### config.mk
export PLATFORM = sky130hd
export DESIGN_NAME = rr_packet_arbiter_flat
export DESIGN_NICKNAME = d
export VERILOG_FILES = /design/src/rtl/arb_pkg.sv /design/src/rtl/rr_packet_arbiter_if.sv /design/src/rtl/rr_packet_arbiter_pick.sv /design/src/rtl/rr_packet_arbiter.sv /design/src/flat_wrapper.sv
export SDC_FILE = /design/constraint.sdc
export NUM_CORES = 1
export LEC_CHECK = 0
export CORE_MARGIN = 5
export CORE_UTILIZATION = 51
export CTS_BUF_LIST = sky130_fd_sc_hd__clkbuf_8
export DETAILED_ROUTE_END_ITERATION = 12
export GPL_ROUTABILITY_DRIVEN = 0
export PLACE_DENSITY = 0.71
export SKIP_CTS_REPAIR_TIMING = 1
export SLEW_MARGIN = 20
export SYNTH_ARGS = -nofsm -noshare
export SYNTH_HDL_FRONTEND = slang
export SYNTH_SLANG_ARGS = --single-unit
### constraint.sdc
create_clock -name clk_i -period 4 [get_ports clk_i]
set_clock_uncertainty 0.15 [all_clocks]
set_input_delay 0.4 -clock clk_i [delete_from_list [all_inputs] [get_ports clk_i]]
set_output_delay 0.4 -clock clk_i [all_outputs]
set_load 0.02 [all_outputs]
### src/rtl/arb_pkg.sv
// Shared types and helpers for the round-robin packet arbiter.
//   arb_state_t : arbiter FSM state (idle / grant locked to a packet)
//   arb_idx_w   : width of a binary index into n requesters
package arb_pkg;

  typedef enum logic {
    ARB_IDLE   = 1'b0,
    ARB_LOCKED = 1'b1
  } arb_state_t;

  function automatic int unsigned arb_idx_w(input int unsigned n);
    return (n <= 1) ? 1 : $clog2(n);
  endfunction

endpackage

### src/rtl/rr_packet_arbiter_if.sv
// Request/grant bundle between an output port's requesters and its arbiter.
//   req_i         : per-input request
//   release_i     : tail flit of the granted packet moved this cycle
//   grant_valid_o : a grant is held
//   grant_o       : binary index of the granted input (0 when idle)
//   grant_oh_o    : one-hot grant (0 when idle)
//   wdog_o        : one-cycle pulse on a watchdog-forced release
// master = requester side, slave = arbiter side.
interface rr_packet_arbiter_if #(
  parameter int unsigned IN_N = 5
) ();

  localparam int unsigned IDX_W = arb_pkg::arb_idx_w(IN_N);

  logic [IN_N-1:0]  req_i;
  logic             release_i;
  logic             grant_valid_o;
  logic [IDX_W-1:0] grant_o;
  logic [IN_N-1:0]  grant_oh_o;
  logic             wdog_o;

  modport master (
    output req_i, release_i,
    input  grant_valid_o, grant_o, grant_oh_o, wdog_o
  );

  modport slave (
    input  req_i, release_i,
    output grant_valid_o, grant_o, grant_oh_o, wdog_o
  );

endinterface

### src/rtl/rr_packet_arbiter_pick.sv
// rr_priority_pick: combinational rotating-priority first-one picker.
//   req  : candidate requests
//   ptr  : highest-priority index this cycle
//   mask : requests excluded from this pick
//   hit  : some unmasked request exists
//   idx  : binary index of the winner (first set bit at/after ptr, wrapping)
//   oh   : one-hot winner
module rr_priority_pick
  import arb_pkg::*;
#(
  parameter int unsigned N = 5
) (
  input  logic [N-1:0]              req,
  input  logic [arb_idx_w(N)-1:0]   ptr,
  input  logic [N-1:0]              mask,
  output logic                      hit,
  output logic [arb_idx_w(N)-1:0]   idx,
  output logic [N-1:0]              oh
);

  localparam int unsigned IDX_W = arb_idx_w(N);

  logic [N-1:0]   cand;
  logic [N-1:0]   rot;
  logic [N-1:0]   first;
  logic [2*N-1:0] rot_w;
  logic [2*N-1:0] back_w;

  assign cand  = req & ~mask;
  assign hit   = |cand;

  // Rotate so ptr lands on bit 0, isolate lowest set bit, rotate back.
  assign rot_w  = {cand, cand} >> ptr;
  assign rot    = rot_w[N-1:0];
  assign first  = rot & (~rot + N'(1));
  assign back_w = {first, first} << ptr;
  assign oh     = back_w[2*N-1:N];

  // One-hot to binary.
  always_comb begin
    idx = '0;
    for (int unsigned i = 0; i < N; i++) begin
      if (oh[i]) idx = idx | IDX_W'(i);
    end
  end

endmodule

### src/rtl/rr_packet_arbiter.sv
// rr_packet_arbiter: round-robin output-port arbiter with packet-level grant
// locking. The grant is held until release_i (tail flit), then the pointer
// moves past the winner and the remaining requesters are re-arbitrated in
// the same cycle with the releasing input masked.
//   clk_i  : clock, rising edge
//   rst_ni : asynchronous active-low reset
//   arb    : rr_packet_arbiter_if.slave (req/release in, grant/wdog out)
// Optional feature macro: RR_ARB_WATCHDOG_EN - forces a release after
// WDOG_CYC consecutive locked cycles with the granted request dropped.
module rr_packet_arbiter
  import arb_pkg::*;
#(
  parameter int unsigned IN_N     = 5,
  parameter int unsigned WDOG_CYC = 16
) (
  input  logic                 clk_i,
  input  logic                 rst_ni,
  rr_packet_arbiter_if.slave   arb
);

  localparam int unsigned IDX_W = arb_idx_w(IN_N);

  if (IN_N < 2 || IN_N > 16 || WDOG_CYC < 2) begin : g_bad_param
    $error("rr_packet_arbiter: IN_N must be 2..16 and WDOG_CYC >= 2");
  end

  arb_state_t       state_q, state_d;
  logic [IDX_W-1:0] ptr_q, ptr_d;
  logic [IDX_W-1:0] grant_q, grant_d;
  logic [IN_N-1:0]  grant_oh_q, grant_oh_d;
  logic             grant_valid_q, grant_valid_d;

  logic             wdog_fire;
  logic             rel_eff;
  logic [IDX_W-1:0] next_ptr;
  logic [IDX_W-1:0] pick_ptr;
  logic [IN_N-1:0]  pick_mask;
  logic             pick_hit;
  logic [IDX_W-1:0] pick_idx;
  logic [IN_N-1:0]  pick_oh;

  // Release is only meaningful while a grant is held.
  assign rel_eff   = (state_q == ARB_LOCKED) && (arb.release_i || wdog_fire);
  assign next_ptr  = (grant_q == IDX_W'(IN_N - 1)) ? '0 : grant_q + IDX_W'(1);
  assign pick_ptr  = rel_eff ? next_ptr : ptr_q;
  assign pick_mask = rel_eff ? grant_oh_q : '0;

  rr_priority_pick #(
    .N (IN_N)
  ) u_pick (
    .req  (arb.req_i),
    .ptr  (pick_ptr),
    .mask (pick_mask),
    .hit  (pick_hit),
    .idx  (pick_idx),
    .oh   (pick_oh)
  );

  // Next-state and grant logic.
  always_comb begin
    state_d       = state_q;
    ptr_d         = ptr_q;
    grant_d       = grant_q;
    grant_oh_d    = grant_oh_q;
    grant_valid_d = grant_valid_q;
    unique case (state_q)
      ARB_IDLE: begin
        if (pick_hit) begin
          state_d       = ARB_LOCKED;
          grant_d       = pick_idx;
          grant_oh_d    = pick_oh;
          grant_valid_d = 1'b1;
        end
      end
      ARB_LOCKED: begin
        if (rel_eff) begin
          ptr_d = next_ptr;
          if (pick_hit) begin
            grant_d    = pick_idx;
            grant_oh_d = pick_oh;
          end else begin
            state_d       = ARB_IDLE;
            grant_d       = '0;
            grant_oh_d    = '0;
            grant_valid_d = 1'b0;
          end
        end
      end
      default: begin
        state_d       = ARB_IDLE;
        grant_d       = '0;
        grant_oh_d    = '0;
        grant_valid_d = 1'b0;
      end
    endcase
  end

  always_ff @(posedge clk_i or negedge rst_ni) begin
    if (!rst_ni) begin
      state_q       <= ARB_IDLE;
      ptr_q         <= '0;
      grant_q       <= '0;
      grant_oh_q    <= '0;
      grant_valid_q <= 1'b0;
    end else begin
      state_q       <= state_d;
      ptr_q         <= ptr_d;
      grant_q       <= grant_d;
      grant_oh_q    <= grant_oh_d;
      grant_valid_q <= grant_valid_d;
    end
  end

  assign arb.grant_valid_o = grant_valid_q;
  assign arb.grant_o       = grant_q;
  assign arb.grant_oh_o    = grant_oh_q;

`ifdef RR_ARB_WATCHDOG_EN
  localparam int unsigned CNT_W = $clog2(WDOG_CYC + 1);

  logic [CNT_W-1:0] wdog_cnt_q, wdog_cnt_d;
  logic             wdog_q, wdog_d;
  logic             dropped;

  // Fires on the WDOG_CYC-th consecutive stalled cycle and acts as a release.
  assign dropped   = (state_q == ARB_LOCKED) && !(|(arb.req_i & grant_oh_q)) &&
                     !arb.release_i;
  assign wdog_fire = dropped && (wdog_cnt_q == CNT_W'(WDOG_CYC - 1));

  always_comb begin
    wdog_cnt_d = '0;
    wdog_d     = wdog_fire;
    if (dropped && !wdog_fire) wdog_cnt_d = wdog_cnt_q + CNT_W'(1);
  end

  always_ff @(posedge clk_i or negedge rst_ni) begin
    if (!rst_ni) begin
      wdog_cnt_q <= '0;
      wdog_q     <= 1'b0;
    end else begin
      wdog_cnt_q <= wdog_cnt_d;
      wdog_q     <= wdog_d;
    end
  end

  assign arb.wdog_o = wdog_q;
`else
  assign wdog_fire  = 1'b0;
  assign arb.wdog_o = 1'b0;
`endif

endmodule

### src/flat_wrapper.sv
// flat-port wrapper written by rule: the top's interface ports become plain ports
module rr_packet_arbiter_flat import arb_pkg::*;
#(
  parameter int unsigned IN_N     = 5,
  parameter int unsigned WDOG_CYC = 16
)
  (clk_i, rst_ni, arb_req_i, arb_release_i, arb_grant_valid_o, arb_grant_o, arb_grant_oh_o, arb_wdog_o);
  rr_packet_arbiter_if #(.IN_N(IN_N)) arb_i ();
  input  logic clk_i;
  input  logic rst_ni;
  input wire logic [$bits(arb_i.req_i)-1:0] arb_req_i;
  input wire logic [$bits(arb_i.release_i)-1:0] arb_release_i;
  output wire logic [$bits(arb_i.grant_valid_o)-1:0] arb_grant_valid_o;
  output wire logic [$bits(arb_i.grant_o)-1:0] arb_grant_o;
  output wire logic [$bits(arb_i.grant_oh_o)-1:0] arb_grant_oh_o;
  output wire logic [$bits(arb_i.wdog_o)-1:0] arb_wdog_o;
  assign arb_i.req_i = arb_req_i;
  assign arb_i.release_i = arb_release_i;
  assign arb_grant_valid_o = arb_i.grant_valid_o;
  assign arb_grant_o = arb_i.grant_o;
  assign arb_grant_oh_o = arb_i.grant_oh_o;
  assign arb_wdog_o = arb_i.wdog_o;
  rr_packet_arbiter #(.IN_N(IN_N), .WDOG_CYC(WDOG_CYC)) u_core (.clk_i(clk_i), .rst_ni(rst_ni), .arb(arb_i));
endmodule
# Yosys cells after proc, flatten, opt, wreduce, memory -nomap -nowiden
# Index checks and enable logic that the tools add are counted.
# word_totals
ram_bits	0
n_memories	0
romBits	0
latchBits	0
reg_bits	13
wordCells	44
# classes
n_reduce_logical	4
n_eq_ne	4
mux	22
n_mul	0
shift	2
bitwise	5
div	0
add_sub_neg	2
magnitude_cmp	0
# ops
op	n
$mux W5	4
$mux W3	6
$and A5 B5 Y5	2
$not A5 Y5	2
$pmux W5 S2	1
$shl A10 B3 Y10	1
$shr A10 B3 Y5	1
$mux W1	6
$pmux W3 S2	1
$add A5 B1 Y5 const B	1
$reduce_or A5 Y1	1
$mux W2	2
$ne A2 B2 Y1 const B	2
$pmux W1 S2	2
$add A3 B1 Y3 const B	1
$eq A3 B3 Y1 const B	1
$reduce_and A3 Y1	1
$ne A2 B1 Y1 const B	1
$reduce_and A2 Y1	1
$logic_and A1 B1 Y1	1
$not A1 Y1	1

# Longest topological paths before layout
# logic_depth
word_depth	16
mapped_depth	13
mapped_depth_nobuf	13

# Hierarchy
# Synthesis repeated with hierarchy kept, for this count alone.
# unflattened
hier_cells	172
area_unflattened_um2	1541.5
# modules_own_cells
module	instances	area_each_um2	seq_area_each_um2	cells_each
rr_priority_pick	1	777.0	0.0	99
rr_packet_arbiter	1	764.5	325.3	73

# Least setup slack after synthesis
# No wires, ideal clock.
# synth_path
path_type	flip-flop to flip-flop
from	reg u_core.grant_q[0] (netlist: u_core.arb.grant_o[0])
to	reg u_core.grant_q[0] (netlist: u_core.arb.grant_o[0])
path_stages_with_launch	14
setup_ns	0.134
synth_period_minus_slack_ns	3.088
path_slack_ns	0.912
arrival_ns	2.804
required_time_ns	3.716
cell_sequence	dfrtp_1 > inv_1 > ha_1 > nand3_1 > and2_1 > buf_2 > inv_2 > o21ai_0 > a21oi_2 > a221oi_4 > mux2_1 > a211o_1 > o211ai_1 > nand3_1
# synth_between
elab_chain_len	15
word_cells_on_any_way	17
classes_between	add/sub: 2; eq/ne: 1; shift: 2; mux: 10; bitwise: 2
# synth_lines
element	line	rtl
start, declared	rr_packet_arbiter.sv:29	logic [IDX_W-1:0] grant_q, grant_d;
start signal, assigned	rr_packet_arbiter.sv:108	grant_q <= grant_d;
$add A3 B1 Y3 / $eq A3 B3 Y1 (equally long branches)	rr_packet_arbiter.sv:44	assign next_ptr = (grant_q == IDX_W'(IN_N - 1)) ? '0 : grant_q + IDX_W'(1);
$mux W3 *	rr_packet_arbiter.sv:44	
$mux W3 *	-	
$shr A10 B3 Y5	rr_packet_arbiter_pick.sv:33	assign rot_w = {cand, cand} >> ptr;
$not A5 Y5	rr_packet_arbiter_pick.sv:35	assign first = rot & (~rot + N'(1));
$add A5 B1 Y5	rr_packet_arbiter_pick.sv:35	
$and A5 B5 Y5	rr_packet_arbiter_pick.sv:35	
$shl A10 B3 Y10 *	rr_packet_arbiter_pick.sv:36	assign back_w = {first, first} << ptr;
$mux W1	rr_packet_arbiter_pick.sv:43	if (oh[i]) idx = idx | IDX_W'(i);
$mux W2	rr_packet_arbiter_pick.sv:43	
$mux W2 *	rr_packet_arbiter_pick.sv:43	
$mux W3 *	rr_packet_arbiter_pick.sv:43	
$mux W3	rr_packet_arbiter.sv:78	if (pick_hit) begin
$mux W3	rr_packet_arbiter.sv:76	if (rel_eff) begin
$pmux W3 S2 *	rr_packet_arbiter.sv:66	unique case (state_q)
# Every way passes the cells marked *; elsewhere a longest branch is shown, timed or not. The select of a mux whose other input is x is not followed.
# A chain may end at the register's enable or synchronous reset.

# Worst setup path in the final report
# Ends and elaborated chain as after synthesis.

==> impl_metrics.env <==
export IMPL_outcome="complete, no violations"
export IMPL_ys_ff_latch=12
export IMPL_synthArstFlopShare_pct=100
export IMPL_final_area_sq_mm=0.00166
export IMPL_path_class="flip-flop to flip-flop"
export IMPL_arrival_ns=3.48
export IMPL_num_vias=1455
export IMPL_ys_types=64
export IMPL_drv_slew=0
export IMPL_layout_commonest_cell="nand2_1"
export IMPL_final_cell_mix="nand2_1 (27), clkdlybuf4s50_1 (16), o21ai_0 (14)"
export IMPL_htreeDepth=1
export IMPL_placed_cell_area_sq_mm=0.00160
export IMPL_grt_remaining_overflow=0
export IMPL_leakage_nw=0.694
export IMPL_finalHoldViolations=0
export IMPL_rsz0062_at_grt="false"
export IMPL_setup_tns_ns=0
export IMPL_area_growth_pct=10.4
export IMPL_clkSlewWorstSetupHoldPaths_ns=0.06
export IMPL_yosys_most_used_dff="dfrtp_1"
export IMPL_seq_area_frac_synth_pct=20.0
export IMPL_root_buffer="clkbuf_8"
export IMPL_r2r_cells=12
export IMPL_worstPathRequired_ns=3.96
export IMPL_postRouteAntennaNets=0
export IMPL_grtUsageMet2_pct=30.8
export IMPL_cts_tree="done"
export IMPL_synth_edf_count=0
export IMPL_avgSynthCellArea_sq_um=8.11
export IMPL_r2r_start="u_core.arb.grant_o[0]"
export IMPL_period_share_pct=88.1
export IMPL_ir_drop_uv=555
export IMPL_powerDensity_mw_per_mm2=857
export IMPL_period_minus_slack_ns=3.52
export IMPL_dr_pass1_iters=4
export IMPL_setup_viol=0
export IMPL_die_h_um=64.2
export IMPL_pre_cts_slack_ns=0.547
export IMPL_reg2reg_slack_ns=0.48
export IMPL_r2r_end="u_core.arb.grant_o[0]"
export IMPL_first_iter_violations=134
export IMPL_fin_util_pct=59.6
export IMPL_hold_ws_ns=0.345
export IMPL_place_port_buffers=16
export IMPL_syn_area_sq_mm=0.00150
export IMPL_grt_use_met3_pct=4.03
export IMPL_wl_um=3990
export IMPL_crit_path_end_kind="flip-flop"
export IMPL_drv_cap=0
export IMPL_start_util_pct=53.9
export IMPL_hp_class="input pin to asynchronous set/reset pin"
export IMPL_core_sq_mm=0.00278
export IMPL_clock_latency_ns=0.25
export IMPL_nets=205
export IMPL_ios=18
export IMPL_slew_headroom_pct=57.3
export IMPL_grt_first_pass_wirelength_um=6600
export IMPL_n_antenna_cell=0
export IMPL_critPathLaunchType="flip-flop"
export IMPL_layout_setup_ws_ns=0.476
export IMPL_worstMarginPinSlew_ns=0.633
export IMPL_rows=19
export IMPL_grt_pass1_vias=1410
export IMPL_floorplan_die_width_um=64.2
export IMPL_dp_hpwl_um=3120
export IMPL_cp_max_fo=9
export IMPL_synth_nets=195
export IMPL_synthCells=185
export IMPL_ys_warn_count=0
export IMPL_viasPerCell=6.47
export IMPL_drive_gt1_share_pct=12.4
export IMPL_cts_buffer_depth=2
export IMPL_clock_fmax_mhz=284
export IMPL_grt_max_degree=18
export IMPL_dieArea_sq_mm=0.00413
export IMPL_drc=0
export IMPL_antenna_found_initial=0
export IMPL_grt_use_met1_pct=26.1
export IMPL_cts_sinks=12
export IMPL_wl_per_cell_um=17.8
export IMPL_busiest_layer="met2"
export IMPL_cts_inserted_buffers=3
export IMPL_grt_usage_pct=19.6
## registers in the layout (all words and copies together) (netlist names)
signal / flops
u_core.arb.grant_o: 2
u_core.arb.grant_oh_o: 5
u_core.state_q: 1
u_core.arb.grant_valid_o: 1
u_core.ptr_q: 3
## worst max-delay path by stage
stage                                from                    end  slack (ns)  cells after the start
finish              u_core.arb.grant_o[0]  u_core.arb.grant_o[0]        0.48                     12
global route        u_core.arb.grant_o[0]  u_core.arb.grant_o[0]        0.22                     12
detailed placement  u_core.arb.grant_o[0]  u_core.arb.grant_o[0]        0.55                     12
CTS                 u_core.arb.grant_o[0]  u_core.arb.grant_o[0]        0.49                     12
global placement             arb_req_i[4]  u_core.arb.grant_o[1]        0.61                     10
floorplan           u_core.arb.grant_o[0]  u_core.arb.grant_o[0]        0.91                     13
## power breakdown
part	switching (W)	total, W	internal [W]	leakage (nW)
sequential	0.0000761	0.000246	0.000170	0.147
clock	0.0000462	0.000133	0.0000870	0.0288
combinational	0.000608	0.00104	0.000433	0.518
## cells in the mapped netlist, drive strengths merged (2+ instances only)
cell / number / share of area [%]
and2: 3 / 1.4
o21ai: 16 / 5.3
dfrtp: 12 / 20
nor3b: 2 / 1.0
nand3: 7 / 2.3
ha: 2 / 1.7
or3b: 2 / 1.2
mux2i: 9 / 6.0
inv: 5 / 1.3
mux2: 3 / 2.3
o22ai: 2 / 0.83
o21a: 3 / 1.5
o31a: 2 / 1.2
nand2: 28 / 7.2
o31ai: 3 / 1.5
o211ai: 6 / 3.0
nand3b: 3 / 1.5
nand2b: 5 / 2.1
a32oi: 2 / 1.7
buf: 10 / 5.6
a21o: 7 / 3.7
nor2: 11 / 2.9
a22oi: 4 / 2.0
nor3: 2 / 1.0
a21oi: 12 / 5.3
## final cells by class
class	instances	area, sq um
clock buffers	4	55.1
fillers	261	1120
inverters	6	35.0
multi-input cells	156	1070
flip-flops and latches	12	300
well taps	31	38.8
repair buffers	16	160
## metrics by stage
step	std cells	power, W
2_1_floorplan	185	0.00104
3_3_place_gp	221	0.00125
3_5_place_dp	221	0.00127
4_1_cts	225	0.00141
5_1_grt	225	0.00152
6_report	225	0.00142
## metal layers
layer	wire length, um	vias to the layer above	share of wire [%]
met1	1760	677	44
met2	1840	62	46
li1	-	704	-
met4	112	0	2.8
met3	283	12	7.1
met5	0	-	0
## worst max-delay path, stage by stage (launching register included)
cell	delay (ns)
dfrtp_1	0.52
inv_1	0.08
ha_1	0.41
nand3_1	0.19
and2_1	0.37
inv_2	0.17
o21ai_0	0.24
a21oi_2	0.10
a221oi_4	0.28
mux2_1	0.36
a211o_1	0.26
o211ai_1	0.13
nand3_1	0.13
## logic make-up after synthesis
kind of cell | Yosys count | synth area share, %
compound gates | 72 | 37.0
fa+ha+maj | 2 | 1.67
buf+inv | 17 | 8.84
flops | 12 | 20.0
mux | 12 | 8.26
other cells | 1 | 0.250
simple gates | 69 | 23.9
No activity file was read; power rests on OpenSTA's default activity.
